==> src/rtl/frame_packetizer.sv <==
// Cuts a raw AXI-Stream into packets within frames, forwarding data with TLAST
// per packet and emitting one metadata beat per packet through a small FIFO.
module frame_packetizer #(
   parameter int unsigned DW       = 512,
   parameter int unsigned MD_DEPTH = 4
) (
   input  logic          clk,
   input  logic          resetn,
   input  logic [31:0]   FRAME_SIZE,
   input  logic [31:0]   PACKET_SIZE,
   input  logic [DW-1:0] AXIS_IN_TDATA,
   input  logic          AXIS_IN_TVALID,
   output logic          AXIS_IN_TREADY,
   output logic [DW-1:0] AXIS_OUT_FD_TDATA,
   output logic          AXIS_OUT_FD_TVALID,
   input  logic          AXIS_OUT_FD_TREADY,
   output logic          AXIS_OUT_FD_TLAST,
   output logic [DW-1:0] AXIS_OUT_MD_TDATA,
   output logic          AXIS_OUT_MD_TVALID,
   input  logic          AXIS_OUT_MD_TREADY,
   output logic          CFG_ERR,
   output logic [31:0]   FRAME_CNT
);
   localparam int unsigned BPB = DW / 8;
   localparam int unsigned AW  = $clog2(MD_DEPTH);
   localparam int unsigned MDW = 98;

   typedef enum logic [1:0] {S_IDLE, S_STREAM, S_ERR} state_e;

   state_e        state_q, state_d;
   logic          run_q;
   logic [31:0]   frame_rem_q, frame_rem_d;
   logic [31:0]   pkt_rem_q, pkt_rem_d;
   logic [31:0]   pkt_size_q, pkt_size_d;
   logic [31:0]   pkt_idx_q, pkt_idx_d;
   logic [31:0]   frame_cnt_q, frame_cnt_d;
   logic          cfg_err_q, cfg_err_d;

   logic          out_v_q, out_v_d, skid_v_q, skid_v_d;
   logic [DW:0]   out_q, out_d, skid_q, skid_d;

   logic [MDW-1:0] md_mem_q [MD_DEPTH];
   logic [AW-1:0]  md_wr_q, md_rd_q;
   logic [AW:0]    md_cnt_q;

   logic          cfg_ok, pkt_first, tlast, frame_last;
   logic          in_ready, in_hs, md_full, md_pop, md_push, fd_pop;
   logic [31:0]   cur_frame_rem, cur_pkt_size, cur_pkt_rem, pkt_len;
   logic [MDW-1:0] md_entry;

   // Frame/packet bookkeeping; in IDLE the live config inputs stand in for the held ones
   always_comb begin
      cfg_ok = (FRAME_SIZE != 32'd0) && (PACKET_SIZE != 32'd0) &&
               ((FRAME_SIZE % 32'(BPB)) == 32'd0) && ((PACKET_SIZE % 32'(BPB)) == 32'd0) &&
               (PACKET_SIZE <= FRAME_SIZE);
      cur_frame_rem = (state_q == S_IDLE) ? FRAME_SIZE  : frame_rem_q;
      cur_pkt_size  = (state_q == S_IDLE) ? PACKET_SIZE : pkt_size_q;
      pkt_first     = (state_q == S_IDLE) || (pkt_rem_q == 32'd0);
      pkt_len       = (cur_pkt_size < cur_frame_rem) ? cur_pkt_size : cur_frame_rem;
      cur_pkt_rem   = pkt_first ? pkt_len : pkt_rem_q;
      tlast         = (cur_pkt_rem == 32'(BPB));
      frame_last    = (cur_frame_rem == 32'(BPB));
      md_entry      = {pkt_len == cur_frame_rem, state_q == S_IDLE, pkt_len, pkt_idx_q, frame_cnt_q};
   end

   assign md_full  = (md_cnt_q == (AW+1)'(MD_DEPTH));
   assign md_pop   = AXIS_OUT_MD_TVALID && AXIS_OUT_MD_TREADY;
   assign fd_pop   = out_v_q && AXIS_OUT_FD_TREADY;
   assign in_ready = run_q && !skid_v_q && (!pkt_first || !md_full || md_pop) &&
                     (state_q != S_ERR) && ((state_q != S_IDLE) || cfg_ok);
   assign in_hs    = AXIS_IN_TVALID && in_ready;
   assign md_push  = in_hs && pkt_first;

   always_comb begin
      state_d     = state_q;
      frame_rem_d = frame_rem_q;
      pkt_rem_d   = pkt_rem_q;
      pkt_size_d  = pkt_size_q;
      pkt_idx_d   = pkt_idx_q;
      frame_cnt_d = frame_cnt_q;
      cfg_err_d   = cfg_err_q;
      case (state_q)
         S_IDLE: begin
            if (run_q && AXIS_IN_TVALID && !cfg_ok) begin
               state_d   = S_ERR;
               cfg_err_d = 1'b1;
            end
         end
         default: ;
      endcase
      if (in_hs) begin
         frame_rem_d = cur_frame_rem - 32'(BPB);
         pkt_rem_d   = cur_pkt_rem - 32'(BPB);
         pkt_size_d  = cur_pkt_size;
         if (frame_last) begin
            state_d     = S_IDLE;
            frame_cnt_d = frame_cnt_q + 32'd1;
            pkt_idx_d   = 32'd0;
         end else begin
            state_d = S_STREAM;
            if (tlast) pkt_idx_d = pkt_idx_q + 32'd1;
         end
      end
   end

   // Two-entry skid buffer; input only accepted while the skid slot is free
   always_comb begin
      out_v_d  = out_v_q;
      out_d    = out_q;
      skid_v_d = skid_v_q;
      skid_d   = skid_q;
      if (!out_v_q || fd_pop) begin
         if (skid_v_q) begin
            out_v_d  = 1'b1;
            out_d    = skid_q;
            skid_v_d = 1'b0;
         end else begin
            out_v_d = in_hs;
            if (in_hs) out_d = {tlast, AXIS_IN_TDATA};
         end
      end else if (in_hs) begin
         skid_v_d = 1'b1;
         skid_d   = {tlast, AXIS_IN_TDATA};
      end
   end

   always_ff @(posedge clk or negedge resetn) begin
      if (!resetn) begin
         state_q     <= S_IDLE;
         run_q       <= 1'b0;
         frame_rem_q <= '0;
         pkt_rem_q   <= '0;
         pkt_size_q  <= '0;
         pkt_idx_q   <= '0;
         frame_cnt_q <= '0;
         cfg_err_q   <= 1'b0;
         out_v_q     <= 1'b0;
         out_q       <= '0;
         skid_v_q    <= 1'b0;
         skid_q      <= '0;
      end else begin
         state_q     <= state_d;
         run_q       <= 1'b1;
         frame_rem_q <= frame_rem_d;
         pkt_rem_q   <= pkt_rem_d;
         pkt_size_q  <= pkt_size_d;
         pkt_idx_q   <= pkt_idx_d;
         frame_cnt_q <= frame_cnt_d;
         cfg_err_q   <= cfg_err_d;
         out_v_q     <= out_v_d;
         out_q       <= out_d;
         skid_v_q    <= skid_v_d;
         skid_q      <= skid_d;
      end
   end

   // Metadata FIFO; a pop in the same cycle frees the slot for a push when full
   always_ff @(posedge clk or negedge resetn) begin
      if (!resetn) begin
         for (int i = 0; i < int'(MD_DEPTH); i++) md_mem_q[i] <= '0;
         md_wr_q  <= '0;
         md_rd_q  <= '0;
         md_cnt_q <= '0;
      end else begin
         if (md_push) begin
            md_mem_q[md_wr_q] <= md_entry;
            md_wr_q           <= md_wr_q + AW'(1);
         end
         if (md_pop) md_rd_q <= md_rd_q + AW'(1);
         case ({md_push, md_pop})
            2'b10:   md_cnt_q <= md_cnt_q + (AW+1)'(1);
            2'b01:   md_cnt_q <= md_cnt_q - (AW+1)'(1);
            default: ;
         endcase
      end
   end

   assign AXIS_IN_TREADY     = in_ready;
   assign AXIS_OUT_FD_TVALID = out_v_q;
   assign AXIS_OUT_FD_TLAST  = out_q[DW];
   assign AXIS_OUT_FD_TDATA  = out_q[DW-1:0];
   assign AXIS_OUT_MD_TVALID = (md_cnt_q != '0);
   assign AXIS_OUT_MD_TDATA  = DW'(md_mem_q[md_rd_q]);
   assign CFG_ERR            = cfg_err_q;
   assign FRAME_CNT          = frame_cnt_q;
endmodule

==> config.mk <==
export PLATFORM = sky130hd
export DESIGN_NAME = frame_packetizer
export DESIGN_NICKNAME = d
export VERILOG_FILES = /design/src/rtl/frame_packetizer.sv
export SDC_FILE = /design/constraint.sdc
export NUM_CORES = 2
export LEC_CHECK = 0
export CORE_AREA = 2 2 635 637
export CTS_BUF_LIST = sky130_fd_sc_hd__clkbuf_8
export CTS_CLUSTER_SIZE = 10
export DETAILED_ROUTE_END_ITERATION = 16
export DIE_AREA = 0 0 637 639
export PLACE_DENSITY_LB_ADDON = 0.12
export SYNTH_ARGS = -nofsm -noshare
export SYNTH_HDL_FRONTEND = slang
export SYNTH_SLANG_ARGS = --single-unit
==> constraint.sdc <==
create_clock -name clk -period 9.25 [get_ports clk]
set_input_delay 1.85 -clock clk [delete_from_list [all_inputs] [get_ports clk]]
set_output_delay 1.85 -clock clk [all_outputs]
set_load 0.01 [all_outputs]
# == Yosys cells after proc, flatten, opt, wreduce, memory -nomap -nowiden ==
# Cells that the tools add are included.
# classes
addsub,8
order_cmp,5
eq_ne,7
n_mux,22
bitwise,3
reduce_logical,45
# ops
operator,n
513-bit 2-to-1 mux,2
392-bit bitwise mux,1
98-bit 2-to-1 mux,3
98-bit binary-select mux with 2-bit select,1
98-bit demux with 2-bit select,1
32-bit 2-to-1 mux,6
32-bit zero test,3
32-bit by 1-bit adder with 32-bit output (second input constant),2
32-bit by 7-bit equality test with 1-bit output (second input constant),2
32-bit nonzero test,2
32-bit by 7-bit subtractor with 32-bit output (second input constant),2
32-bit equality test,1
32-bit <= comparator,1
32-bit less-than comparator,1
1-bit logical AND,15
2-bit nonzero test,7
2-bit AND reduction,6
3-bit greater-or-equal comparator (second input constant),2
2-bit 2-to-1 mux,3
2-bit inverter with 3-bit output,2
3-bit case mux with 2 select lines,1
1-bit zero test,5
1-bit logical OR,5
2-bit by 1-bit adder with 2-bit output (second input constant),2
11 further kinds,14
# totals
reg_bits,1591
out_inout_bits,1061

# == Longest topological paths before layout ==
# logic_depth
word_depth,12
ltp_mapped,28
depth_no_buf,18

# == Least setup slack after synthesis ==
# Ideal clock, no wire load.
# synth_path
path_type,input port to flip-flop
start,input port FRAME_SIZE[27]
end,register pkt_idx_q[29]
setup_ns,0.078
t_arrival_ns,5.952
required_ns,9.172
slack_ns,3.220
path_stages,18
n_path_buf,2
cell_sequence,mux2i_1 ha_1 a21oi_1 o21ai_0 a221o_1 or2_2 buf_1 nor3_4 buf_6 a21oi_1 a22oi_1 ha_1 o21ai_0 a211oi_1 nand4_1 or2_1 or4_1 a21oi_1
# synth_between
elab_chain_cells,9
elab_cells_between_ends,18
# synth_lines
item,line_no,rtl
from (decl),9,"input logic [31:0] FRAME_SIZE,"
"parallel branches: the longest is 9 deep, another holds 32-bit less-than comparator",n/a,
to (signal assigned),147,pkt_idx_q <= pkt_idx_d;
to (decl),35,"logic [31:0] pkt_idx_q, pkt_idx_d;"
# Several ways; the timed one is not identified.
# A chain may end at the register's enable or synchronous reset.

# == Worst setup path in the final report ==
# layout_path
start,input port PACKET_SIZE[0]
end,output port AXIS_IN_TREADY
# layout_between
elab_chain_cells,7
elab_cells_between_ends,9
# layout_lines
item,line_no,rtl
from (decl),10,"input logic [31:0] PACKET_SIZE,"
"parallel branches: the longest is 4 deep, another holds 32-bit <= comparator",n/a,
1-bit logical AND (*),54,((FRAME_SIZE % 32'(BPB)) == 32'd0) && ((PACKET_SIZE % 32'(BPB)) == 32'd0) &&
1-bit logical OR (*),70,(state_q != S_ERR) && ((state_q != S_IDLE) || cfg_ok);
1-bit logical AND (*),70,
to (decl),13,"output logic AXIS_IN_TREADY,"
# Every way passes the cells marked *.

==> results.yml <==
run_status:
  outcome: "finished, final reports clean"
synthesis:
  synth_area_sq_mm: 0.0743
  synth_edf_count: 0
  ys.flop_type: "dfrtp_1"
  yosys_warnings: 0
  ys_ff_latch: 1591
  ys_async_sr_fraction_pct: 100
  synth.avg_cell_area_sq_um: 11.8
  yosysSeqAreaShare_pct: 53.6
  syn_inst: 6314
  ys_types: 80
  synth_area_leaders: "dfrtp_1, mux2_2, mux2i_1"
  synth_top_area_share_pct: 53.6
  synth_top_cell_by_area: "dfrtp_1"
global_routing:
  overflow: 0
  grt_pass1_wl_microns: 437000
  antenna_found_initial: 148
  grt_pass1_vias: 53800
  grt_max_degree: 199
  grt_usage_pct: 15.0
drt:
  wl_per_cell_microns: 23.9
  drc: 0
  ant_nets: 0
  num_vias: 52200
  drt_iter0_markers: 2265
  routed_wl_microns: 315000
  first_pass_iters: 6
  vias_per_cell: 3.97
final_layout:
  nFillCells: 42400
  drive_gt1_share_pct: 19.5
  syn_to_final_growth_pct: 32.2
  fin_nets: 8227
  post-route-util_pct: 24.5
  stdcell_count: 13100
worst_setup_path:
  startpoint_type: "input pin"
  worst-path-stages: 11
  path_buf_inv: 4
  crit_path_max_fanout: 6
  crit_required_ns: 7.40
  cp_cell_sequence: "clkdlybuf4s50_1, inv_1, ha_1, nand4_1, or4_1, o21ai_0, o22ai_1, a2111oi_1, buf_4, o211a_1, clkdlybuf4s50_1"
  cpMaxStageDelayCell: "or4_1"
  rr_worst_depth: 19
  cp_top_family: "buffers and inverters"
  max_stage_delay_ns: 0.72
  crit_type: "in -> out"
  cp_common_cell: "clkdlybuf4s50_1"
  cp-end-kind: "primary output"
  critPathArrivalTime_ns: 5.49
sta:
  fin_crit_sh_pct: 79.3
  tightest_slew_ns: 1.27
  max-slew-margin-rel_pct: 14.1
  finalHoldViolCount: 0
  fin_tns_setup_ns: 0
  maxSlewViolCount: 0
  rsz0062_at_grt: "false"
  fin_crit_ns: 7.34
  fmax_mhz: 136
  setup_viol: 0
  holdWs_ns: 0.471
  skew_ns: 0.0757
power:
  p_leak_nw: 43.8
  p_sw_mw: 11.1
  switching_share_pct: 38.6
  power_density_mw_per_mm2: 295
  ir_drop_v: 0.000141
  intPower_mw: 17.8
  seqPwrFrac_pct: 35.2
  clock_power_share_pct: 27.7
  combPwrFrac_pct: 37.1
die:
  core-area_sq_mm: 0.401
  die_h_microns: 639
  row_count: 233
  start_util_pct: 18.5
  die_w_microns: 637
  io_pins: 1642
  dieArea_sq_mm: 0.407
cts:
  cts_hold_buf: 0
  clk_latency_ns: 1.04
  clock-sinks: 1591
  cts_resized: 0
  cts_buffers: 338
  clockRootBuffer: "clkbuf_8"
  path_clk_slew_ns: 0.06
  htree_levels: 5
  post_cts_buffers: 0
  clock_path_buffers: 4
  cts_tree: "done"
placement:
  gp_congestion: 0.819
  placedCellCount: 12500
  port_buffers: 1227
  hpwl_microns: 231000
min_path:
  hp-class: "reg -> reg"
  worstHoldPathCells: 2
job:
  drv_cap: 0
## worst reg2reg max path, cell delays in order (launching register included)
cell      delay (ns)
dfrtp_1         0.65
or2_4           0.43
buf_4           0.53
mux2i_1         0.51
inv_1           0.14
ha_1            0.33
nand4_1         0.18
nor4_1          0.77
nand2_1         0.49
nand3_2         0.58
nand2_1         0.21
a22oi_1         0.24
ha_1            0.19
o21ai_0         0.08
a211oi_1        0.23
nand4_1         0.27
buf_4           0.36
or2_1           0.32
or4_1           0.52
a21oi_1         0.16
## synthesized netlist by cell type (12+ instances only)
cell type,number
a211oi_1,13
a21oi_1,41
a31oi_1,14
and2_1,12
and3_1,22
and4_1,15
buf_1,57
buf_4,449
clkbuf_1,325
dfrtp_1,1591
ha_1,74
inv_1,84
mux2_2,789
mux2i_1,592
mux4_2,99
nand2_1,831
nand3_1,53
nand4_1,54
nor2_1,96
nor3_1,15
nor4_1,59
o21ai_0,758
xnor2_1,113
xor2_1,17
## power by group through the flow
stage	logic (mW)	registers, mW	clock network [mW]
after floorplan	4.62	10.3	0
after global placement	11.0	10.3	0
after detailed placement	11.0	10.3	0
after CTS	11.1	10.2	8.40
after global routing	11.6	10.5	8.71
final	10.7	10.2	8.00
## placed cells by master (no fill, tap or decap), types with 99 or more instances in the layout
cell	count
dfrtp_1	1588
clkdlybuf4s50_1	1226
nand2_1	827
mux2_2	789
o21ai_0	758
mux2i_1	592
clkbuf_8	431
conb_1	415
inv_1	206
xnor2_1	113
buf_4	100
mux4_2	99
## metal layers
metal / up-vias / wire length [microns] / GRT usage, %
met1: 26200 / 119000 / 16.5
met4: 94 / 8790 / 3.81
met5: - / 620 / 0
met2: 1469 / 161000 / 26.8
met3: 620 / 24900 / 5.53
li1: 23900 / - / -
## registers in the layout (all words and copies together) (netlist names), 2 cells and up
signal	count
md_mem_q	392
pkt_idx_q	32
md_wr_q	2
out_q	513
state_q	2
md_cnt_q	3
pkt_size_q	32
md_rd_q	2
skid_q	513
pkt_rem_q	32
FRAME_CNT	32
frame_rem_q	32
## metrics by stage
stage               cell area [sq um]  setup WS, ns  total power, mW
floorplan                       75800          3.22             14.9
global placement                91100          1.41             21.3
detailed placement              91100          1.36             21.3
CTS                             98100          1.91             29.7
global route                    98100          1.45             30.8
finish                          98100          1.91             28.9
## kinds of logic after synthesis
family	count (synthesis)	synth area share [%]
mux	1481	23.0
fa+ha+maj	75	1.27
other cells	2	0.0101
xor+xnor	130	1.53
compound gates	910	6.61
buf+inv	929	7.01
simple gates	1196	6.98
flops	1591	53.6
## worst paths after layout
path	from	to	slack (ns)
worst max-delay path	PACKET_SIZE[0]	AXIS_IN_TREADY	1.91
worst min-delay path	md_mem_q[279]	md_mem_q[279]	0.47
worst max register to register	state_q[0]	pkt_idx_q[29]	1.97
worst min register to register	md_mem_q[279]	md_mem_q[279]	0.47
max in group asynchronous	resetn	skid_q[93]	6.08
min in group asynchronous	resetn	pkt_size_q[4]	0.71
## area by class of cell
cell class,count,area [sq um],share of cell area (%)
Timing Repair Buffer,1346,13400,13.7
Inverter,87,327,0.333
Multi-Input combinational cell,4207,30900,31.5
Clock buffer,431,5930,6.04
Sequential cell,1591,39800,40.6
Clock inverter,171,1070,1.09
Tap cell,5287,6620,6.74
Antenna cell,29,72.6,0.0739
No activity file was read; power rests on OpenSTA's default activity.
